File: src/rtl/fifo_rd_pkg.sv
// Shared constants and types for the FIFO read controller and its skid buffer.
// The burst FSM states are used only when FIFO_RD_BURST_EN is defined.
package fifo_rd_pkg;

    localparam int SKID_DEPTH     = 2;
    localparam int SKID_CNT_W     = $clog2(SKID_DEPTH + 1);
    localparam int DEFAULT_DATA_W = 16;
    localparam int DEFAULT_CNT_W  = 4;
    localparam int BURST_CNT_W    = 4;

    typedef enum logic {
        IDLE,
        BURST
    } rd_state_e;

endpackage

File: src/rtl/fifo_skid_buf.sv
// Two-entry skid buffer; the oldest entry is always presented on out_data.
module fifo_skid_buf
    import fifo_rd_pkg::*;
#(
    parameter int DATA_W = DEFAULT_DATA_W
) (
    input  logic                  clk,
    input  logic                  reset,
    input  logic                  in_valid,
    input  logic [DATA_W-1:0]     in_data,
    output logic                  out_valid,
    input  logic                  out_ready,
    output logic [DATA_W-1:0]     out_data,
    output logic [SKID_CNT_W-1:0] count
);

    logic [DATA_W-1:0]     head_q, head_d;
    logic [DATA_W-1:0]     tail_q, tail_d;
    logic [SKID_CNT_W-1:0] count_q, count_d;
    logic                  retire;

    assign out_valid = (count_q != '0);
    assign out_data  = head_q;
    assign count     = count_q;
    assign retire    = out_valid && out_ready;

    // A simultaneous capture and retire keeps occupancy and shifts the queue up by one.
    always_comb begin
        head_d  = head_q;
        tail_d  = tail_q;
        count_d = count_q;
        case ({in_valid, retire})
            2'b10: begin
                if (count_q == '0) begin
                    head_d = in_data;
                end else begin
                    tail_d = in_data;
                end
                count_d = count_q + SKID_CNT_W'(1);
            end
            2'b01: begin
                head_d  = tail_q;
                count_d = count_q - SKID_CNT_W'(1);
            end
            2'b11: begin
                if (count_q == SKID_CNT_W'(1)) begin
                    head_d = in_data;
                end else begin
                    head_d = tail_q;
                    tail_d = in_data;
                end
            end
            default: ;
        endcase
    end

    always_ff @(posedge clk) begin
        if (!reset) begin
            head_q  <= '0;
            tail_q  <= '0;
            count_q <= '0;
        end else begin
            head_q  <= head_d;
            tail_q  <= tail_d;
            count_q <= count_d;
        end
    end

endmodule

File: src/rtl/fifo_rd_ctrl.sv
// Pops a synchronous FIFO into a 2-entry skid buffer feeding a valid/ready port.
// Define FIFO_RD_BURST_EN to pop only in bursts of BURST_LEN words (IDLE/BURST FSM).
module fifo_rd_ctrl
    import fifo_rd_pkg::*;
#(
    parameter int DATA_W    = DEFAULT_DATA_W,
    parameter int CNT_W     = DEFAULT_CNT_W,
    parameter int BURST_LEN = 4
) (
    input  logic              clk,
    input  logic              reset,
    output logic              rd_en0,
    input  logic [DATA_W-1:0] read_data,
    input  logic              empty,
    input  logic [CNT_W-1:0]  data_avail,
    output logic [DATA_W-1:0] out_data,
    output logic              out_valid,
    input  logic              out_ready,
    output logic [15:0]       word_cnt
);

    logic [SKID_CNT_W-1:0] skidCount;
    logic [SKID_CNT_W-1:0] creditUsed;
    logic                  inFlight_q;
    logic                  popPermit;
    logic                  xfer;
    logic [15:0]           wordCnt_q, wordCnt_d;

    fifo_skid_buf #(
        .DATA_W (DATA_W)
    ) u_skid (
        .clk       (clk),
        .reset     (reset),
        .in_valid  (inFlight_q),
        .in_data   (read_data),
        .out_valid (out_valid),
        .out_ready (out_ready),
        .out_data  (out_data),
        .count     (skidCount)
    );

    assign xfer = out_valid && out_ready;

    // The slot freed by this cycle's transfer is counted as available, so a steady stream runs at one word per clock.
    assign creditUsed = skidCount - SKID_CNT_W'(xfer) + SKID_CNT_W'(inFlight_q);
    assign rd_en0     = reset && !empty && popPermit && (creditUsed < SKID_CNT_W'(SKID_DEPTH));

    assign wordCnt_d = xfer ? wordCnt_q + 16'd1 : wordCnt_q;
    assign word_cnt  = wordCnt_q;

    always_ff @(posedge clk) begin
        if (!reset) begin
            inFlight_q <= 1'b0;
            wordCnt_q  <= '0;
        end else begin
            inFlight_q <= rd_en0;
            wordCnt_q  <= wordCnt_d;
        end
    end

`ifdef FIFO_RD_BURST_EN
    localparam logic [CNT_W:0] BurstLenAvail = (CNT_W + 1)'(BURST_LEN);

    rd_state_e              state_q;
    logic [BURST_CNT_W-1:0] burstLeft_q;

    assign popPermit = (state_q == BURST);

    // The remaining-word count steps on every pop; the last pop of a burst returns to IDLE.
    always_ff @(posedge clk) begin
        if (!reset) begin
            state_q     <= IDLE;
            burstLeft_q <= '0;
        end else begin
            case (state_q)
                IDLE: begin
                    if ({1'b0, data_avail} >= BurstLenAvail) begin
                        state_q     <= BURST;
                        burstLeft_q <= BURST_CNT_W'(BURST_LEN);
                    end
                end
                BURST: begin
                    if (rd_en0) begin
                        burstLeft_q <= burstLeft_q - BURST_CNT_W'(1);
                        if (burstLeft_q == BURST_CNT_W'(1)) begin
                            state_q <= IDLE;
                        end
                    end
                end
                default: state_q <= IDLE;
            endcase
        end
    end
`else
    localparam int unusedBurstCfg = BURST_LEN + BURST_CNT_W;

    logic [CNT_W-1:0] unusedAvail;

    assign unusedAvail = data_avail;
    assign popPermit   = 1'b1;
`endif

endmodule

File: config.mk
export PLATFORM = sky130hd
export DESIGN_NAME = fifo_rd_ctrl
export DESIGN_NICKNAME = d
export VERILOG_FILES = /design/src/rtl/fifo_rd_pkg.sv /design/src/rtl/fifo_skid_buf.sv /design/src/rtl/fifo_rd_ctrl.sv
export SDC_FILE = /design/constraint.sdc
export NUM_CORES = 1
export LEC_CHECK = 0
export ABC_AREA = 1
export ABC_CLOCK_PERIOD_IN_PS = 1550
export CORE_UTILIZATION = 49
export DETAILED_ROUTE_END_ITERATION = 8
export DONT_BUFFER_PORTS = 1
export GPL_ROUTABILITY_DRIVEN = 1
export MAX_ROUTING_LAYER = met4
export PLACE_DENSITY = 0.73
export SYNTH_ARGS = -nofsm -noshare
export SYNTH_HDL_FRONTEND = slang
export SYNTH_SLANG_ARGS = --single-unit
File: constraint.sdc
create_clock -name clk -period 1.55 [get_ports clk]
set_input_delay 0.155 -clock clk [delete_from_list [all_inputs] [get_ports clk]]
set_output_delay 0.155 -clock clk [all_outputs]
set_load 0.01 [all_outputs]
==> results.cfg, run 1 <==
[synthesis]
syn-cell-area_um2 = 2240
ys_seq_area_share_pct = 45.5
synthXorXnorAreaFrac_pct = 0.781
ys_types = 25
synth-simple-area-share_pct = 21.1
ys_seq_elements = 51
synthMuxAreaShare_pct = 0
ys.flop_type = dfxtp_1
synth_fp_nets = 339
synth-edff-count = 0
syn_area_per_cell_um2 = 7.21
synth_top_family_by_area = compound AO/OA/AOI/OAI gates
yosys_warnings = 0
synth_adder_area_share_pct = 2.23
async_flop_share_pct = 0
syn_inst = 311
synth_compound_gate_area_share_pct = 21.5

[grt]
use_met3_pct = 5.38
top_usage_layer = met2
track_usage_pct = 21.3
grt_pass1_vias = 1783
grt_pass1_wl_um = 8030
use_met1_pct = 26.0
met2_usage_pct = 33.8
grt_max_degree = 45
grt_remaining_overflow = 0
antenna_found_initial = 0

[worst_hold_path]
min_to = u_skid.tail_q[14]
hold_start = read_data[14]
hold_class = input port to register
holdPathStages = 2

[setup_path]
worst_ep_arrival_time_ps = 1430
path_max_fanout = 4
crit_path_start_kind = register
r2r_slack_ps = 0
crit-reg2reg-capture = word_cnt[2]
reg2reg_depth = 10
reg2reg_from = u_skid.count[1]
critical_path_class = register to primary output
crit_required_ps = 1390
endpoint_kind = primary output

[timing]
holdWs_ps = 28.0
worst_clock_skew_ps = 5.16
fmaxAchievable_mhz = 631
fin_crit_sh_pct = 102
slew_violations = 0
finalSetupTns_ps = -34.5
worstMarginPinSlew_ps = 356
setup_viol = 1
hold_viol = 0
rsz0062_at_grt = yes
maxSlewHeadroom_pct = 76.3
finalCriticalPeriod_ps = 1580
setup_slack_ps = -34.5

[cells_and_area]
final_common_cell = nand2_1
fillers = 389
final_cell_mix = nand2_1, dfxtp_1, o21ai_0
num_antenna_cells = 0
syn_to_final_growth_pct = 22.7
final_layout_size_suffix_gt1_share_pct = 15.4
fin_nets = 364

[route]
ant_nets = 0
initialDrtViolationCount = 145
dr.pass1.iters = 4
drcViolationCount = 0
routed_wl_um = 5050
wl_per_cell_um = 13.0
routed_via_density = 5.17
vias = 2010

[cts]
cts_tree = done
clk_latency_ps = 300
cts_made_buffers = 5
h-tree-depth = 2
clock-sinks = 51
cts_buffer_depth = 2
cts-root-buf = clkbuf_8
clk_pin_slew_ps = 90

[pwr]
powerDensity_nw_per_um2 = 1410
power_frac_seq_pct = 48.1
p_switching_uw = 1420
power.leakage_uw = 0.00117
swShare_pct = 36.8
clkPwrFrac_pct = 19.2
peakVddDrop_uv = 819
comb_power_share_pct = 32.7
internal_power_uw = 2450

[floorplan]
fp.coreArea_um2 = 4380
io_pins = 58
die_w_um = 69.7
fp.dieH_um = 69.7
dieArea_um2 = 4850
std_cell_rows = 24
start_util_pct = 51.2

[place]
gp_congestion = 0.821
dp_hpwl_um = 3020
dp_slack_ps = -11.1
io_buffers = 0

[run]
max_cap_viol_count = 0

[outcome]
status = complete, but fails checks
violations = setup timing
stage by stage:
stage | util (%) | instances | power [uW] | area [um2]
3_5_place_dp | 53.7 | 361 | 2890 | 2350
5_1_grt | 62.8 | 389 | 4150 | 2750
6_report | 62.8 | 389 | 3870 | 2750
3_3_place_gp | 53.7 | 361 | 2850 | 2350
4_1_cts | 60.5 | 387 | 3770 | 2650
2_1_floorplan | - | 311 | 2610 | 2250
per-layer routing:
layer | part of all wire, % | wire length (um)
met5 | 0 | 0
met2 | 48 | 2400
met4 | 1.9 | 96
met3 | 3.7 | 188
met1 | 47 | 2370
worst max path at each step:
stage | slack (ps) | endpoint | start
4_1_cts | -50 | rd_en0 | u_skid.count[1]
6_report | -30 | rd_en0 | u_skid.count[1]
2_1_floorplan | 30 | rd_en0 | u_skid.count[0]
5_1_grt | -110 | rd_en0 | u_skid.count[1]
3_5_place_dp | -10 | u_skid.out_data[5] | u_skid.count[1]
3_3_place_gp | 50 | u_skid.out_data[7] | u_skid.count[1]
area by class of cell:
type | instances | area, um2 | share of cell area [%]
flip-flops and latches | 51 | 1020 | 37.2
well taps | 52 | 65.1 | 2.36
inverters | 35 | 136 | 4.95
clock inverters | 2 | 12.5 | 0.455
clock buffers | 6 | 72.6 | 2.64
repair buffers | 31 | 325 | 11.8
multi-input cells | 212 | 1120 | 40.6
state kept, by name, summed over array words and instances, names as in the netlist:
name,flops
u_skid.out_data,16
u_skid.tail_q,16
inFlight_q,1
word_cnt,16
u_skid.count,2
synthesized netlist by cell type, types with 2 or more instances:
library cell | n | area share [%]
nand2_1 | 55 | 9.2
dfxtp_1 | 51 | 46
o21ai_0 | 48 | 11
a21oi_1 | 38 | 8.5
inv_1 | 33 | 5.5
nor2_1 | 33 | 5.5
nand3_1 | 10 | 2.2
o21ai_1 | 9 | 2.0
clkbuf_1 | 6 | 1.0
buf_2 | 5 | 1.1
ha_1 | 4 | 2.2
inv_2 | 2 | 0.33
nand2_2 | 2 | 0.56
nand4_1 | 2 | 0.56
nor2_2 | 2 | 0.56
xor2_1 | 2 | 0.78
worst max-delay path: stages (launching register included):
cell,delay (ps)
dfxtp_2,330
inv_2,70
ha_4,140
inv_4,40
nand2_4,80
nand2_4,70
nand2_2,80
o21ai_2,60
nand2_1,50
nand2_1,60
nor2_2,130
power by group through the flow:
stage	logic, uW	clock network (uW)	registers (uW)
detailed placement	1020	0	1870
CTS	1150	771	1860
global route	1430	819	1900
floorplan	755	0	1860
global placement	990	0	1860
finish	1270	742	1870
what timing repair did:
item,4_1_cts,5_1_grt
setup endpoints to repair,5,29
hold buffers,16,0
endpoints found under the hold margin,44,0
resized for setup,11,25
cloned,0,1
setup buffers,2,1
pin swaps,2,6
cell families (layout without fill, tap and decap cells):
| kind of cell | Yosys count | after routing |
|---|---|---|
| compound gates | 96 | 96 |
| xor+xnor | 2 | 2 |
| fa+ha+maj | 4 | 4 |
| simple gates | 110 | 110 |
| flops | 51 | 51 |
| buf+inv | 48 | 74 |
No activity file was read; power rests on OpenSTA's default activity.
==> run 2, diff against run 1 <==
CORE_ASPECT_RATIO = 0.75   (was not set)
==> results.cfg, run 2 (same netlist as run 1, synthesis figures left out) <==
[grt]
antenna_found_initial = 0
grt_max_degree = 42
grt_pass1_vias = 1675
grt_pass1_wl_um = 7620
grt_remaining_overflow = 0
track_usage_pct = 21.0

[route]
ant_nets = 0
vias = 1961
routed_wl_um = 4770
dr.pass1.iters = 4
drcViolationCount = 0
initialDrtViolationCount = 109
routed_via_density = 5.09
wl_per_cell_um = 12.4

[setup_path]
critical_path_class = register to primary output
r2r_slack_ps = 50
crit_required_ps = 1390
endpoint_kind = primary output
crit_path_start_kind = register
path_max_fanout = 4
crit_chain = inv_2, ha_4, inv_4, nand2_4, nand2_4, nand2_1, o21ai_2, nand2_1, nand2_2, nor2_4
max_stage_delay_ps = 330
worst_ep_arrival_time_ps = 1410
crit_slowest_cell = dfxtp_2

[cts]
h-tree-depth = 2
clk_pin_slew_ps = 100
cts_made_buffers = 5
clock-sinks = 51
cts-root-buf = clkbuf_8
clk_latency_ps = 300
cts_buffer_depth = 2
cts_tree = done

[place]
placed_cells = 364
io_buffers = 0
gp_congestion = 0.863
dp_hpwl_um = 3110
dp_slack_ps = -4.29

[floorplan]
fp.dieH_um = 60.6
std_cell_rows = 20
dieArea_um2 = 4860
fp.coreArea_um2 = 4230
io_pins = 58
die_w_um = 80.1
start_util_pct = 53.0

[cells_and_area]
final_cell_mix = nand2_1, dfxtp_1, o21ai_0
num_antenna_cells = 0
final_common_cell = nand2_1
syn_to_final_growth_pct = 19.6
final_layout_size_suffix_gt1_share_pct = 15.2
fillers = 377
fin_nets = 357
stdcell_count = 385

[timing]
rsz0062_at_grt = yes
fmaxAchievable_mhz = 639
worstMarginPinSlew_ps = 352
worst_clock_skew_ps = 11.0
setup_viol = 1
finalSetupTns_ps = -15.9
maxSlewHeadroom_pct = 76.5
hold_viol = 0
finalCriticalPeriod_ps = 1570
fin_crit_sh_pct = 101
setup_slack_ps = -15.9
slew_violations = 0

[pwr]
power.leakage_uw = 0.00114
powerDensity_nw_per_um2 = 1440
power.total_uw = 3860
peakVddDrop_uv = 760

[outcome]
status = complete, but fails checks
violations = setup timing

[run]
max_cap_viol_count = 0

[worst_hold_path]
hold_class = input port to register
[run 2: cell count changes in the layout (fill, tap and decap cells not counted), moves of 2 or more]
| cell | change |
|---|---|
| dlygate4sd3_1 | -6 |
| nor2_4 | +2 |
| nor2_2 | -2 |
| o21ai_0 | +4 |
| o21ai_1 | -3 |
[run 2: path summary, 6_finish.rpt]
path | startpoint | end | depth (start not counted)
worst min-delay path | reset | u_skid.tail_q[6] | 2
worst max-delay path | u_skid.count[1] | rd_en0 | 10
worst max register to register | u_skid.count[1] | u_skid.out_data[5] | 9
worst min register to register | u_skid.tail_q[11] | u_skid.tail_q[11] | 2
[run 2: stage by stage]
stage / hold WS [ps] / instance area, um2 / util (%)
4_1_cts: 0.771 / 2610 / 61.7
2_1_floorplan: 303 / 2250 / -
6_report: 1.83 / 2680 / 63.5
5_1_grt: 3.04 / 2680 / 63.5
3_5_place_dp: 283 / 2360 / 55.7
3_3_place_gp: 280 / 2360 / 55.7
[run 2: routing by layer]
layer / GRT usage (%) / wire (um) / vias up
met3: 5.26 / 249 / 4
met4: 4.59 / 32 / 0
met1: 28.4 / 2340 / 864
met2: 31.9 / 2150 / 47
met5: - / 0 / -
li1: - / - / 1046
[run 2: power breakdown]
group / total, uW / switching [uW] / internal [uW]
Sequential: 1860 / 258 / 1610
Clock: 756 / 441 / 315
Combinational: 1240 / 717 / 520
Total: 3860 / 1420 / 2440
[run 2: cell type report]
type,count,area (um2),share of cell area (%)
multi-input cells,212,1130,42.0
well taps,55,68.8,2.56
inverters,35,136,5.08
clock buffers,5,68.8,2.56
flip-flops and latches,51,1020,38.1
repair buffers,24,240,8.95
clock inverters,3,20.0,0.746
[run 2: worst max-delay path, delay by kind of cell, from the launching register on]
family	cells	cell delay, ps
AOI/OAI and AO/OA	1	60
DFF	1	330
buffers and inverters	2	110
adders and majority gates	1	140
and+or+nand+nor	6	470
[run 2: what timing repair did]
item / 4_1_cts / 5_1_grt
pin swaps: 2 / 4
gates cloned: 0 / 0
buffers inserted: 2 / 1
endpoints found under the hold margin: 41 / 0
resized for setup: 14 / 18
hold buffers: 10 / 0
endpoints found under the setup margin: 6 / 22
==> run 3, diff against run 2 <==
HOLD_SLACK_MARGIN = 0.05   (was not set)
==> results.cfg, run 3 (same netlist as run 1, synthesis figures left out) <==
[pwr]
comb_power_share_pct = 32.5
power.leakage_uw = 0.00117
p_switching_uw = 1420
internal_power_uw = 2460
power_frac_seq_pct = 48.1
powerDensity_nw_per_um2 = 1400
clkPwrFrac_pct = 19.4
peakVddDrop_uv = 762
swShare_pct = 36.7

[cells_and_area]
fin_nets = 365
stdcell_count = 393
design_area_um2 = 2770
syn_to_final_growth_pct = 23.3
final_cell_mix = nand2_1, dfxtp_1, o21ai_0
fillers = 369
multi_input_comb_area_um2 = 1130
final_common_cell = nand2_1
num_antenna_cells = 0
final_layout_size_suffix_gt1_share_pct = 15.1
fin_util_pct = 65.4
register_area_um2 = 1020

[setup_path]
endpoint_kind = primary output
crit_chain = inv_2, ha_4, inv_4, nand2_4, nor2_4, o21ai_2, nand2_1, nand2_2, nor2_4
crit_slowest_cell = dfxtp_2
crit_required_ps = 1390
crit_path_start_kind = register
worst_ep_arrival_time_ps = 1400
max_stage_delay_ps = 340
crit_path_frequent_cell = nor2_4
path_max_fanout = 3
critical_path_class = register to primary output

[floorplan]
fp.coreArea_um2 = 4230
std_cell_rows = 20
io_pins = 58
dieArea_um2 = 4860
start_util_pct = 53.0
die_w_um = 80.1
fp.dieH_um = 60.6

[grt]
grt_pass1_vias = 1711
antenna_found_initial = 0
grt_max_degree = 45
grt_remaining_overflow = 0
grt_pass1_wl_um = 7660
track_usage_pct = 21.0

[route]
routed_wl_um = 4820
routed_via_density = 5.06
drcViolationCount = 0
dr.pass1.iters = 4
vias = 1990
ant_nets = 0
initialDrtViolationCount = 102
wl_per_cell_um = 12.3

[worst_hold_path]
hold_class = input port to register

[place]
dp_hpwl_um = 3110
io_buffers = 0
dpl_cell_area_um2 = 2360
dp_slack_ps = -4.29
placed_cells = 364
gp_congestion = 0.863

[outcome]
violations = setup timing
status = complete, but fails checks

[timing]
rsz0062_at_grt = yes
setup_slack_ps = -9.56
worst_clock_skew_ps = 11.1
fmaxAchievable_mhz = 641
finalSetupTns_ps = -9.56
setup_viol = 1
slew_violations = 0
worstMarginPinSlew_ps = 354
fin_crit_sh_pct = 101
finalCriticalPeriod_ps = 1560
hold_viol = 0
maxSlewHeadroom_pct = 76.4

[cts]
h-tree-depth = 2
clk_latency_ps = 300
cts_made_buffers = 5
clock-sinks = 51
cts-root-buf = clkbuf_8
clk_pin_slew_ps = 90
cts_tree = done
cts_buffer_depth = 2

[run]
max_cap_viol_count = 0
[run 3: final cells by class]
| type | instances | share of cell area (%) |
|---|---|---|
| sequential | 51 | 37.0 |
| inverter | 35 | 4.93 |
| tap | 55 | 2.49 |
| multi-input combinational | 212 | 40.8 |
| timing repair buffer | 32 | 11.6 |
| clock buffer | 5 | 2.49 |
| clock inverter | 3 | 0.724 |
[run 3: repair_timing]
item | CTS | global route
hold endpoints to repair | 45 | 0
pin swaps | 2 | 4
gates resized for setup | 14 | 19
hold buffers | 18 | 0
buffers inserted | 2 | 1
endpoints found under the setup margin | 6 | 22
[run 3: power groups by stage]
stage               combinational, uW  sequential (uW)  clock (uW)
floorplan                         755             1860           0
global placement                 1010             1870           0
detailed placement               1030             1870           0
CTS                              1180             1860         773
global route                     1430             1900         820
finish                           1260             1870         752
[run 3: worst paths after layout]
path,start,depth (start not counted),end,slack [ps]
max reg2reg,u_skid.count[1],9,u_skid.out_data[5],40
min,reset,2,word_cnt[0],110
min reg2reg,u_skid.tail_q[11],2,u_skid.tail_q[11],520
max,u_skid.count[1],9,rd_en0,-10
[run 3: critical path, delay by kind of cell (launching register included)]
family	cells	cell delay, ps
adder cells (fa/ha/maj)	1	160
AO/OA/AOI/OAI	1	70
buffers and inverters	2	110
AND/OR/NAND/NOR	5	430
flip-flops	1	340
[run 3: through the flow]
step / power (uW) / hold WS, ps
floorplan: 2610 / 303
global placement: 2870 / 280
detailed placement: 2910 / 283
CTS: 3810 / 99.6
global route: 4150 / 141
finish: 3880 / 112
[run 3: layer usage]
metal  up-vias  routed length (um)  track usage [%]
met1       885                2370             28.1
met2        43                2180             32.4
li1       1058                   -                -
met3         4                 234             5.26
met5         -                   0                -
met4         0                  32             4.59
